File: config.mk
export PLATFORM = sky130hd
export DESIGN_NAME = dense_tile_scheduler
export DESIGN_NICKNAME = d
export VERILOG_FILES = /design/src/rtl/dense_pkg.sv /design/src/rtl/dense_tile_counter.sv /design/src/rtl/dense_tile_scheduler.sv
export SDC_FILE = /design/constraint.sdc
export NUM_CORES = 1
export LEC_CHECK = 0
export CORE_AREA = 10 10 112 114
export CTS_BUF_LIST = sky130_fd_sc_hd__clkbuf_8
export DETAILED_ROUTE_END_ITERATION = 16
export DIE_AREA = 0 0 122 124
export PLACE_DENSITY = 0.68
export REMOVE_ABC_BUFFERS = 1
export SLEW_MARGIN = 20
export SYNTH_ARGS = -nofsm -noshare
export SYNTH_HDL_FRONTEND = slang
export SYNTH_SLANG_ARGS = --single-unit
export TNS_END_PERCENT = 30
File: constraint.sdc
create_clock -name clk -period 9.15 [get_ports clk]
set_input_delay 0.915 -clock clk [delete_from_list [all_inputs] [get_ports clk]]
set_output_delay 0.915 -clock clk [all_outputs]
set_load 0.005 [all_outputs]
File: src/rtl/dense_pkg.sv
// Shared definitions for the dense tile scheduler: FSM encoding, default
// geometry, legal config limits and a ceiling-divide helper.
package dense_pkg;

    localparam int unsigned DEF_NUM_COLS = 32;
    localparam int unsigned DEF_OC_W     = 10;
    localparam int unsigned DEF_IC_W     = 10;
    localparam int unsigned ARR_OC_W     = 8;
    localparam int unsigned K_MAX        = 3;
    localparam int unsigned STRIDE_MAX   = 3;

    typedef enum logic [2:0] {
        S_IDLE    = 3'd0,
        S_LOAD    = 3'd1,
        S_START   = 3'd2,
        S_WAIT_LO = 3'd3,
        S_WAIT_HI = 3'd4,
        S_DRAIN   = 3'd5,
        S_FIN     = 3'd6
    } state_e;

    // Number of den-sized groups needed to cover num.
    function automatic int unsigned ceil_div(input int unsigned num, input int unsigned den);
        return (num + den - 32'd1) / den;
    endfunction

endpackage

File: src/rtl/dense_tile_counter.sv
// Nested OC-tile / input-channel counters with last-iteration flags.
// Ports:
//   clk, reset          clock, synchronous active-high reset
//   i_clear             zero both counters
//   i_ic_inc            advance input channel
//   i_tile_inc          advance OC tile and restart input channel at 0
//   i_cfg_oc, i_cfg_ic  captured layer sizes
//   o_oc_tile, o_ic     current counter values (registered)
//   o_oc_tile_nxt/o_ic_nxt  values the counters take at the next edge
//   o_ic_last, o_tile_last  current IC / tile is the final one
module dense_tile_counter
    import dense_pkg::*;
#(
    parameter int unsigned NUM_COLS = DEF_NUM_COLS,
    parameter int unsigned OC_W     = DEF_OC_W,
    parameter int unsigned IC_W     = DEF_IC_W
) (
    input  logic            clk,
    input  logic            reset,
    input  logic            i_clear,
    input  logic            i_ic_inc,
    input  logic            i_tile_inc,
    input  logic [OC_W-1:0] i_cfg_oc,
    input  logic [IC_W-1:0] i_cfg_ic,
    output logic [OC_W-1:0] o_oc_tile,
    output logic [IC_W-1:0] o_ic,
    output logic [OC_W-1:0] o_oc_tile_nxt,
    output logic [IC_W-1:0] o_ic_nxt,
    output logic            o_ic_last,
    output logic            o_tile_last
);

    logic [OC_W-1:0] r_oc_tile;
    logic [IC_W-1:0] r_ic;
    logic [OC_W-1:0] w_oc_tile_nxt;
    logic [IC_W-1:0] w_ic_nxt;
    logic [OC_W-1:0] w_n_tiles;

    // Next-value selection; clear has priority, tile advance restarts IC.
    always_comb begin
        w_oc_tile_nxt = r_oc_tile;
        w_ic_nxt      = r_ic;
        if (i_clear) begin
            w_oc_tile_nxt = '0;
            w_ic_nxt      = '0;
        end else if (i_tile_inc) begin
            w_oc_tile_nxt = r_oc_tile + OC_W'(1);
            w_ic_nxt      = '0;
        end else if (i_ic_inc) begin
            w_ic_nxt = r_ic + IC_W'(1);
        end
    end

    always_ff @(posedge clk) begin
        if (reset) begin
            r_oc_tile <= '0;
            r_ic      <= '0;
        end else begin
            r_oc_tile <= w_oc_tile_nxt;
            r_ic      <= w_ic_nxt;
        end
    end

    assign w_n_tiles     = OC_W'(ceil_div(32'(i_cfg_oc), NUM_COLS));
    assign o_tile_last   = (r_oc_tile == (w_n_tiles - OC_W'(1)));
    assign o_ic_last     = (r_ic == (i_cfg_ic - IC_W'(1)));
    assign o_oc_tile     = r_oc_tile;
    assign o_ic          = r_ic;
    assign o_oc_tile_nxt = w_oc_tile_nxt;
    assign o_ic_nxt      = w_ic_nxt;

endmodule

File: src/rtl/dense_tile_scheduler.sv
// Layer-level sequencer for dense_pe_array: walks OC tiles and input
// channels, handshaking row-mem load, array start/done and psum drain.
// Ports:
//   clk, reset                       clock, synchronous active-high reset
//   cfg_valid/cfg_ready, cfg_*       layer config handshake and fields
//   abort                            abandon the running layer
//   load_req/load_ack, load_oc_tile, load_ic   row-mem fill handshake
//   arr_start, arr_k/stride/img_w/oc/accum, arr_done   PE array control
//   drain_req/drain_ack              psum writeback handshake
//   layer_done, cfg_err              completion / rejection pulses
module dense_tile_scheduler
    import dense_pkg::*;
#(
    parameter int unsigned NUM_COLS = DEF_NUM_COLS,
    parameter int unsigned OC_W     = DEF_OC_W,
    parameter int unsigned IC_W     = DEF_IC_W
) (
    input  logic                clk,
    input  logic                reset,
    input  logic                cfg_valid,
    output logic                cfg_ready,
    input  logic [2:0]          cfg_k,
    input  logic [2:0]          cfg_stride,
    input  logic [5:0]          cfg_img_h,
    input  logic [5:0]          cfg_img_w,
    input  logic [OC_W-1:0]     cfg_oc,
    input  logic [IC_W-1:0]     cfg_ic,
    input  logic                abort,
    output logic                load_req,
    output logic [OC_W-1:0]     load_oc_tile,
    output logic [IC_W-1:0]     load_ic,
    input  logic                load_ack,
    output logic                arr_start,
    output logic [2:0]          arr_k,
    output logic [2:0]          arr_stride,
    output logic [5:0]          arr_img_w,
    output logic [ARR_OC_W-1:0] arr_oc,
    output logic                arr_accum,
    input  logic                arr_done,
    output logic                drain_req,
    input  logic                drain_ack,
    output logic                layer_done,
    output logic                cfg_err
);

    state_e r_state, w_state_nxt;

    logic                r_cfg_ready, r_load_req, r_arr_start, r_drain_req;
    logic                r_layer_done, r_cfg_err, r_arr_accum;
    logic [2:0]          r_cfg_k, r_cfg_stride;
    logic [5:0]          r_cfg_img_w;
    logic [OC_W-1:0]     r_cfg_oc;
    logic [IC_W-1:0]     r_cfg_ic;
    logic [ARR_OC_W-1:0] r_arr_oc;

    logic                w_clear, w_ic_inc, w_tile_inc, w_cap, w_cfg_err_nxt, w_cfg_legal;
    logic                w_ic_last, w_tile_last;
    logic [OC_W-1:0]     w_oc_tile, w_oc_tile_nxt, w_oc_src, w_oc_rem;
    logic [IC_W-1:0]     w_ic, w_ic_nxt;
    logic [ARR_OC_W-1:0] w_arr_oc_nxt;

    // Image height is accepted for interface compatibility; the array does not consume it.
    logic w_unused_img_h;
    assign w_unused_img_h = ^cfg_img_h;

    dense_tile_counter #(
        .NUM_COLS (NUM_COLS),
        .OC_W     (OC_W),
        .IC_W     (IC_W)
    ) u_cnt (
        .clk           (clk),
        .reset         (reset),
        .i_clear       (w_clear),
        .i_ic_inc      (w_ic_inc),
        .i_tile_inc    (w_tile_inc),
        .i_cfg_oc      (r_cfg_oc),
        .i_cfg_ic      (r_cfg_ic),
        .o_oc_tile     (w_oc_tile),
        .o_ic          (w_ic),
        .o_oc_tile_nxt (w_oc_tile_nxt),
        .o_ic_nxt      (w_ic_nxt),
        .o_ic_last     (w_ic_last),
        .o_tile_last   (w_tile_last)
    );

    assign w_cfg_legal = (cfg_k != 3'd0) && (cfg_k <= 3'(K_MAX)) &&
                         (cfg_stride != 3'd0) && (cfg_stride <= 3'(STRIDE_MAX)) &&
                         (cfg_oc != '0) && (cfg_ic != '0);

    // OCs left from the tile being entered; the config is still on the inputs when leaving IDLE.
    assign w_oc_src     = (r_state == S_IDLE) ? cfg_oc : r_cfg_oc;
    assign w_oc_rem     = w_oc_src - OC_W'(w_oc_tile_nxt * OC_W'(NUM_COLS));
    assign w_arr_oc_nxt = (w_oc_rem > OC_W'(NUM_COLS)) ? ARR_OC_W'(NUM_COLS) : ARR_OC_W'(w_oc_rem);

    always_ff @(posedge clk) begin
        if (reset) r_state <= S_IDLE;
        else       r_state <= w_state_nxt;
    end

    // Next-state and counter control; abort overrides everything outside IDLE.
    always_comb begin
        w_state_nxt   = r_state;
        w_clear       = 1'b0;
        w_ic_inc      = 1'b0;
        w_tile_inc    = 1'b0;
        w_cap         = 1'b0;
        w_cfg_err_nxt = 1'b0;
        case (r_state)
            S_IDLE: begin
                if (cfg_valid && r_cfg_ready) begin
                    w_cap = 1'b1;
                    if (w_cfg_legal) begin
                        w_state_nxt = S_LOAD;
                        w_clear     = 1'b1;
                    end else begin
                        w_cfg_err_nxt = 1'b1;
                    end
                end
            end
            S_LOAD:    if (load_ack) w_state_nxt = S_START;
            S_START:   w_state_nxt = S_WAIT_LO;
            // Stale done from the previous run must fall before a rise counts.
            S_WAIT_LO: if (!arr_done) w_state_nxt = S_WAIT_HI;
            S_WAIT_HI: begin
                if (arr_done) begin
                    if (w_ic_last) begin
                        w_state_nxt = S_DRAIN;
                    end else begin
                        w_ic_inc    = 1'b1;
                        w_state_nxt = S_LOAD;
                    end
                end
            end
            S_DRAIN: begin
                if (drain_ack) begin
                    if (w_tile_last) begin
                        w_clear     = 1'b1;
                        w_state_nxt = S_FIN;
                    end else begin
                        w_tile_inc  = 1'b1;
                        w_state_nxt = S_LOAD;
                    end
                end
            end
            S_FIN:   w_state_nxt = S_IDLE;
            default: w_state_nxt = S_IDLE;
        endcase
        if (abort && (r_state != S_IDLE)) begin
            w_state_nxt = S_IDLE;
            w_clear     = 1'b1;
            w_ic_inc    = 1'b0;
            w_tile_inc  = 1'b0;
        end
    end

    // Registered outputs derived from the upcoming state.
    always_ff @(posedge clk) begin
        if (reset) begin
            r_cfg_ready  <= 1'b1;
            r_load_req   <= 1'b0;
            r_arr_start  <= 1'b0;
            r_drain_req  <= 1'b0;
            r_layer_done <= 1'b0;
            r_cfg_err    <= 1'b0;
            r_arr_accum  <= 1'b0;
            r_arr_oc     <= '0;
            r_cfg_k      <= '0;
            r_cfg_stride <= '0;
            r_cfg_img_w  <= '0;
            r_cfg_oc     <= '0;
            r_cfg_ic     <= '0;
        end else begin
            r_cfg_ready  <= (w_state_nxt == S_IDLE);
            r_load_req   <= (w_state_nxt == S_LOAD);
            r_arr_start  <= (w_state_nxt == S_START);
            r_drain_req  <= (w_state_nxt == S_DRAIN);
            r_layer_done <= (w_state_nxt == S_FIN);
            r_cfg_err    <= w_cfg_err_nxt;
            if (w_cap) begin
                r_cfg_k      <= cfg_k;
                r_cfg_stride <= cfg_stride;
                r_cfg_img_w  <= cfg_img_w;
                r_cfg_oc     <= cfg_oc;
                r_cfg_ic     <= cfg_ic;
            end
            // Array config settles on LOAD entry and holds until the step completes.
            if (w_state_nxt == S_LOAD) begin
                r_arr_oc    <= w_arr_oc_nxt;
                r_arr_accum <= (w_ic_nxt != '0);
            end
        end
    end

    assign cfg_ready    = r_cfg_ready;
    assign load_req     = r_load_req;
    assign load_oc_tile = w_oc_tile;
    assign load_ic      = w_ic;
    assign arr_start    = r_arr_start;
    assign arr_k        = r_cfg_k;
    assign arr_stride   = r_cfg_stride;
    assign arr_img_w    = r_cfg_img_w;
    assign arr_oc       = r_arr_oc;
    assign arr_accum    = r_arr_accum;
    assign drain_req    = r_drain_req;
    assign layer_done   = r_layer_done;
    assign cfg_err      = r_cfg_err;

endmodule

==> impl_metrics.json <==
{
  "crit_arrival_ns": 7.46,
  "synthCells": 575,
  "yosysSeqAreaShare_pct": 30.69,
  "reg2regPathDepth": 25,
  "grt_overflow": 0,
  "final_max_slew_viol_count": 0,
  "cpPeakStageDelay_ns": 0.76,
  "min_path_type": "flip-flop to flip-flop",
  "ir_worst_vdd_mv": 0.09994,
  "crit_path_start_kind": "flip-flop",
  "min_path_cells": 2,
  "yosysMostFrequentCell": "nand2_1",
  "clkLatencyLatePin_ns": 0.35,
  "diodes": 0,
  "grt_start_max_net_pins": 37,
  "cts_setup_buffers": 0,
  "grt.total_usage_pct": 16.36,
  "post_drt_wl_per_cell_um": 16.22,
  "cts_num_sinks": 70,
  "core_area_um2": 10230,
  "fmax_ghz": 0.1384,
  "root_buffer": "clkbuf_8",
  "clk_pin_slew_ns": 0.08,
  "cts_hold_buf": 0,
  "synth_flop_cell": "dfxtp_1",
  "setup_viol": 0,
  "ios": 92,
  "synth-edff-count": 0,
  "final_area_um2": 5629,
  "avgViaCountPerCell": 5.590,
  "status": "complete, no violations",
  "route.detailed.drc": 0,
  "avgSynthCellArea_um2": 7.940,
  "reg2reg_slack_ns": 1.92,
  "end_kind": "flip-flop",
  "route.final.wire_length_um": 12560,
  "die_area_um2": 15130,
  "critPathMaxFanout": 10,
  "synth.top_cell.area_share_pct": 30.69,
  "hpwlAfterDp_um": 9443,
  "post-route-period-util_pct": 78.96,
  "antenna_found_initial": 0,
  "cts_tree": "yes",
  "cts_buffers": 9,
  "cp.required_ns": 9.38,
  "synth_common_cells": "89 x nand2_1, 70 x dfxtp_1, 49 x a21oi_1",
  "async_flop_share_pct": 0,
  "gp_congestion": 0.9057,
  "drt_iter0_markers": 325,
  "ys_types": 74,
  "yosysWarnings": 0,
  "num_vias": 4327,
  "num_rows": 37,
  "rsz0062_at_grt": "no",
  "placed_cell_area_um2": 5451,
  "die_y_um": 124,
  "first_global_vias": 4017,
  "drtPass1Iterations": 5,
  "power.leakage_uw": 0.002054,
  "synth_area_leaders": "dfxtp_1 31%, nand2_1 7.3%, a21oi_1 5.4%, xor2_1 5.2%, xnor2_1 4.4%",
  "final.fill_count": 961,
  "period_minus_slack_ns": 7.225,
  "io_buffers": 85,
  "grt_pass1_wl_um": 20360,
  "synth_area_leader_cell": "dfxtp_1",
  "timing.slew.headroom_pct": 38.04,
  "powerDensity_nw_per_um2": 138.6,
  "crit_type": "flip-flop to flip-flop",
  "hold_viol_final": 0,
  "layout-drive-gt1-share_pct": 7.837,
  "cap_violations": 0,
  "clockBufferDepth": 2,
  "fin_tns_setup_ns": 0,
  "start_util_pct": 44.63,
  "ant_nets": 0,
  "finalNetCount": 689,
  "die_w_um": 122,
  "slowest_stage": "a2111oi_0",
  "worst_path_dominant_cell_family": "compound AO/OA/AOI/OAI gates",
  "synth_area_um2": 4566,
  "clock_skew_ns": 0.01211,
  "area_delta_synth_final_pct": 23.29,
  "cts_resized": 0,
  "crit_cells": 25,
  "synth_seq_cells": 70,
  "tightest_slew_ns": 0.9232,
  "h-tree-depth": 3,
  "path_buf_inv": 1
}
-- cells by family after synthesis --
logic type	Yosys count	share of synthesized area [%]
DFF	70	30.69
buffers and inverters	53	4.631
muxes	13	2.960
adders and majority gates	11	3.179
xor gates and xnor gates	53	11.10
AOI/OAI and AO/OA	125	19.81
and+or+nand+nor	250	27.62
-- state kept, by name, summed over array words and instances, names as in the netlist --
name,count
u_cnt.o_oc_tile,10
cfg_err,1
arr_oc,8
r_cfg_oc,10
arr_k,3
drain_req,1
arr_stride,3
arr_start,1
arr_img_w,6
cfg_ready,1
r_cfg_ic,10
load_req,1
arr_accum,1
layer_done,1
u_cnt.o_ic,10
r_state,3
-- placed cells by master (no fill, tap or decap), drive strengths merged, types with 12 or more instances in the layout --
| cell type | netlist | routed |
|---|---|---|
| nand2 | 89 | 89 |
| clkdlybuf4s50 | 0 | 85 |
| dfxtp | 70 | 70 |
| a21oi | 49 | 49 |
| nor2 | 41 | 41 |
| xor2 | 27 | 27 |
| xnor2 | 23 | 23 |
| nand3 | 21 | 21 |
| inv | 11 | 12 |
| nor3 | 12 | 12 |
-- per-stage QoR --
stage,instances,setup WS [ns],hold WS (ns),power (uW),util (%)
floorplan,533,3.070,0.4420,480.5,-
global placement,758,2.142,0.4412,549.1,53.28
detailed placement,758,1.977,0.4486,555.6,53.28
CTS,774,1.931,0.4611,787.8,55.01
global route,774,1.339,0.4871,826.1,55.02
finish,774,1.925,0.4584,780.4,55.02
-- final timing paths --
kind | to | startpoint
worst max-delay path | arr_oc[5]$_SDFFE_PP0P_ | r_cfg_oc[0]$_SDFFE_PP0P_
worst max register to register | arr_oc[5]$_SDFFE_PP0P_ | r_cfg_oc[0]$_SDFFE_PP0P_
worst min-delay path | arr_k[0]$_SDFFE_PP0P_ | arr_k[0]$_SDFFE_PP0P_
worst min register to register | arr_k[0]$_SDFFE_PP0P_ | arr_k[0]$_SDFFE_PP0P_
-- layer usage --
metal  track usage [%]  up-vias  wire, um
li1                  -     2178         -
met1             20.97     2013      5628
met2             25.71      126      5787
met3             5.566       10      1018
met4             4.322        0       124
met5                 0        -         0
-- power breakdown --
part	internal [uW]	total (uW)	switching (uW)
logic	95.8	216	120
registers	318	334	16.4
clock network	105	230	125
-- worst reg2reg max path: cells and delay by family (launching register included) --
kind / cells / cell delay (ns)
compound gates: 10 / 2.49
simple gates: 5 / 2.14
xor+xnor: 6 / 1.31
fa+ha+maj: 3 / 0.78
flops: 1 / 0.34
buf+inv: 1 / 0.06
-- final cells by class --
class                      count  area, um2  share of cell area, %
multi-input combinational    452       2959                  52.57
sequential                    70       1401                  24.89
timing repair buffer          89      880.8                  15.65
tap                          136      170.2                  3.023
clock buffer                  10      137.6                  2.445
inverter                      11      41.29                 0.7335
clock inverter                 6      38.79                 0.6890
No activity file was read; power rests on OpenSTA's default activity.
==> RTL change: new RTL, config.mk and constraints unchanged <==
`r_ic` no longer has a reset.
--- a/src/rtl/dense_tile_counter.sv
+++ b/src/rtl/dense_tile_counter.sv
@@ -54,11 +54,13 @@
     always_ff @(posedge clk) begin
         if (reset) begin
             r_oc_tile <= '0;
-            r_ic      <= '0;
         end else begin
             r_oc_tile <= w_oc_tile_nxt;
-            r_ic      <= w_ic_nxt;
         end
+    end
+
+    always_ff @(posedge clk) begin
+        r_ic <= w_ic_nxt;
     end
 
     assign w_n_tiles     = OC_W'(ceil_div(32'(i_cfg_oc), NUM_COLS));
Formal check against the unedited RTL: differs if reset is asserted again (counterexample within 10 cycles, from zero or initial values and one cycle with reset high); with reset held inactive, the same outputs for 10 cycles.
==> RTL change against the original RTL <==
  * Sequential cell count stayed put
  * Sequential power hardly changed
  * Utilization is 0.67 points lower
  * Critical path depth is 4 lower
  * Wire length hardly changed
  * Sequential share of layout area is 0.31 points higher
  * Total power is 4.4% higher
  * Design area is 1.2% lower
  * Largest power group unchanged
  * Clock skew is 0.91 ps lower
  * Area after synthesis is 3.3% lower
  * Largest cell class unchanged
  * Setup slack better by 840 ps
==> RTL change: results (changes against the original RTL) <==
The layout filler cell count was 991 (+3.1%). The sequential-to-total area share from yosys stat was 31.7% (+1.1 points). On the critical path the largest part of the delay comes from simple AND/OR/NAND/NOR gates.

The delay contributed by the slowest stage of the critical path was 600 ps (-160 ps). The placer congestion estimate came out at 0.937 (+3.5%). The post-route cell area is 5560 sq um (-1.2%). Sorting the synthesized cells by how often they occur yields 87 x sky130_fd_sc_hd__nand2_1, 70 x sky130_fd_sc_hd__dfxtp_1, 51 x sky130_fd_sc_hd__nor2_1, 42 x sky130_fd_sc_hd__a21oi_1, 29 x sky130_fd_sc_hd__xor2_1.

The relative area of non-clock buffer cells in the final design came out at 15.8% (+0.19 points). The critical path arrival was 6650 ps (-810 ps). The parity-gate share of the synthesized area counting xor and xnor cells is 11.5% (+0.35 points). Sorting the synthesized cells by area gives the leading types as sky130_fd_sc_hd__dfxtp_1 32%, sky130_fd_sc_hd__nand2_1 7.4%, sky130_fd_sc_hd__xor2_1 5.8%. The max-slew headroom at the worst pin was 55.7% (+18 points).

The final clock skew came out at 11.2 ps (-0.906 ps). The maximum number of pins on one net before global-route repair is 47 (+27%). The wire length of the first global-routing pass is 20.1 mm (-1.5%).

The starting DRC count in detailed routing came out at 264 (-19%). The static leakage power came out at 2.13 nW (+3.7%). The fraction of layout cells with a size suffix above 1 came out at 6.46% (-1.4 points).

The run finished with clean final reports. The number of cell instances on the worst register-to-register path is 21 (-16%). The power consumed by the clock network came out at 0.285 mW (+24%). The post-detailed-route wirelength per cell came to 16.3 um (+0.49%). The worst setup timing slack at the placement stage is 2830 ps (+851 ps). The detailed-route via count is 4,294 (-0.76%). The HPWL after detailed placement is 9.40 mm (-0.41%). The met1 routing resource usage after global routing is 19.4% (-1.5 points).

The peak supply drop came out at 0.0731 mV (-27%). The placed instance area came to 5340 sq um (-2.1%). The portion of the layout cell area used by clock cells came to 3.98% (+0.85 points). The distinct cell type count after synthesis is 69 (-6.8%). The number of logic inverters in the finished layout came to 15 (+4). The area fraction in compound gates after synthesis was 16.2% (-3.6 points). The slowest stage of the critical path belongs to the cell sky130_fd_sc_hd__dfxtp_1. The overall routing resource usage came out at 16.1% (-0.23 points).
[RTL change: path summary, 6_finish.rpt]
path	startpoint	end	slack, ps
hold reg to reg	arr_img_w[5]$_SDFFE_PP0P_	arr_img_w[5]$_SDFFE_PP0P_	460
setup / recovery	r_cfg_oc[5]$_SDFFE_PP0P_	arr_oc[4]$_SDFFE_PP0P_	2770
hold / removal	arr_img_w[5]$_SDFFE_PP0P_	arr_img_w[5]$_SDFFE_PP0P_	460
setup reg to reg	r_cfg_oc[5]$_SDFFE_PP0P_	arr_oc[4]$_SDFFE_PP0P_	2770
[RTL change: through the flow]
step           utilization, %  hold WS, ps  cells  total power, mW
2_1_floorplan               -          442    530            0.466
3_3_place_gp             52.2          442    755            0.529
3_5_place_dp             52.2          446    755            0.535
4_1_cts                  54.3          458    771            0.819
5_1_grt                  54.3          486    771            0.856
6_report                 54.3          458    771            0.815
[RTL change: layer usage]
layer	vias to the layer above	wire, um
met1	2030	5520
met3	18	602
met5	-	0
met2	134	6230
li1	2112	-
met4	0	216
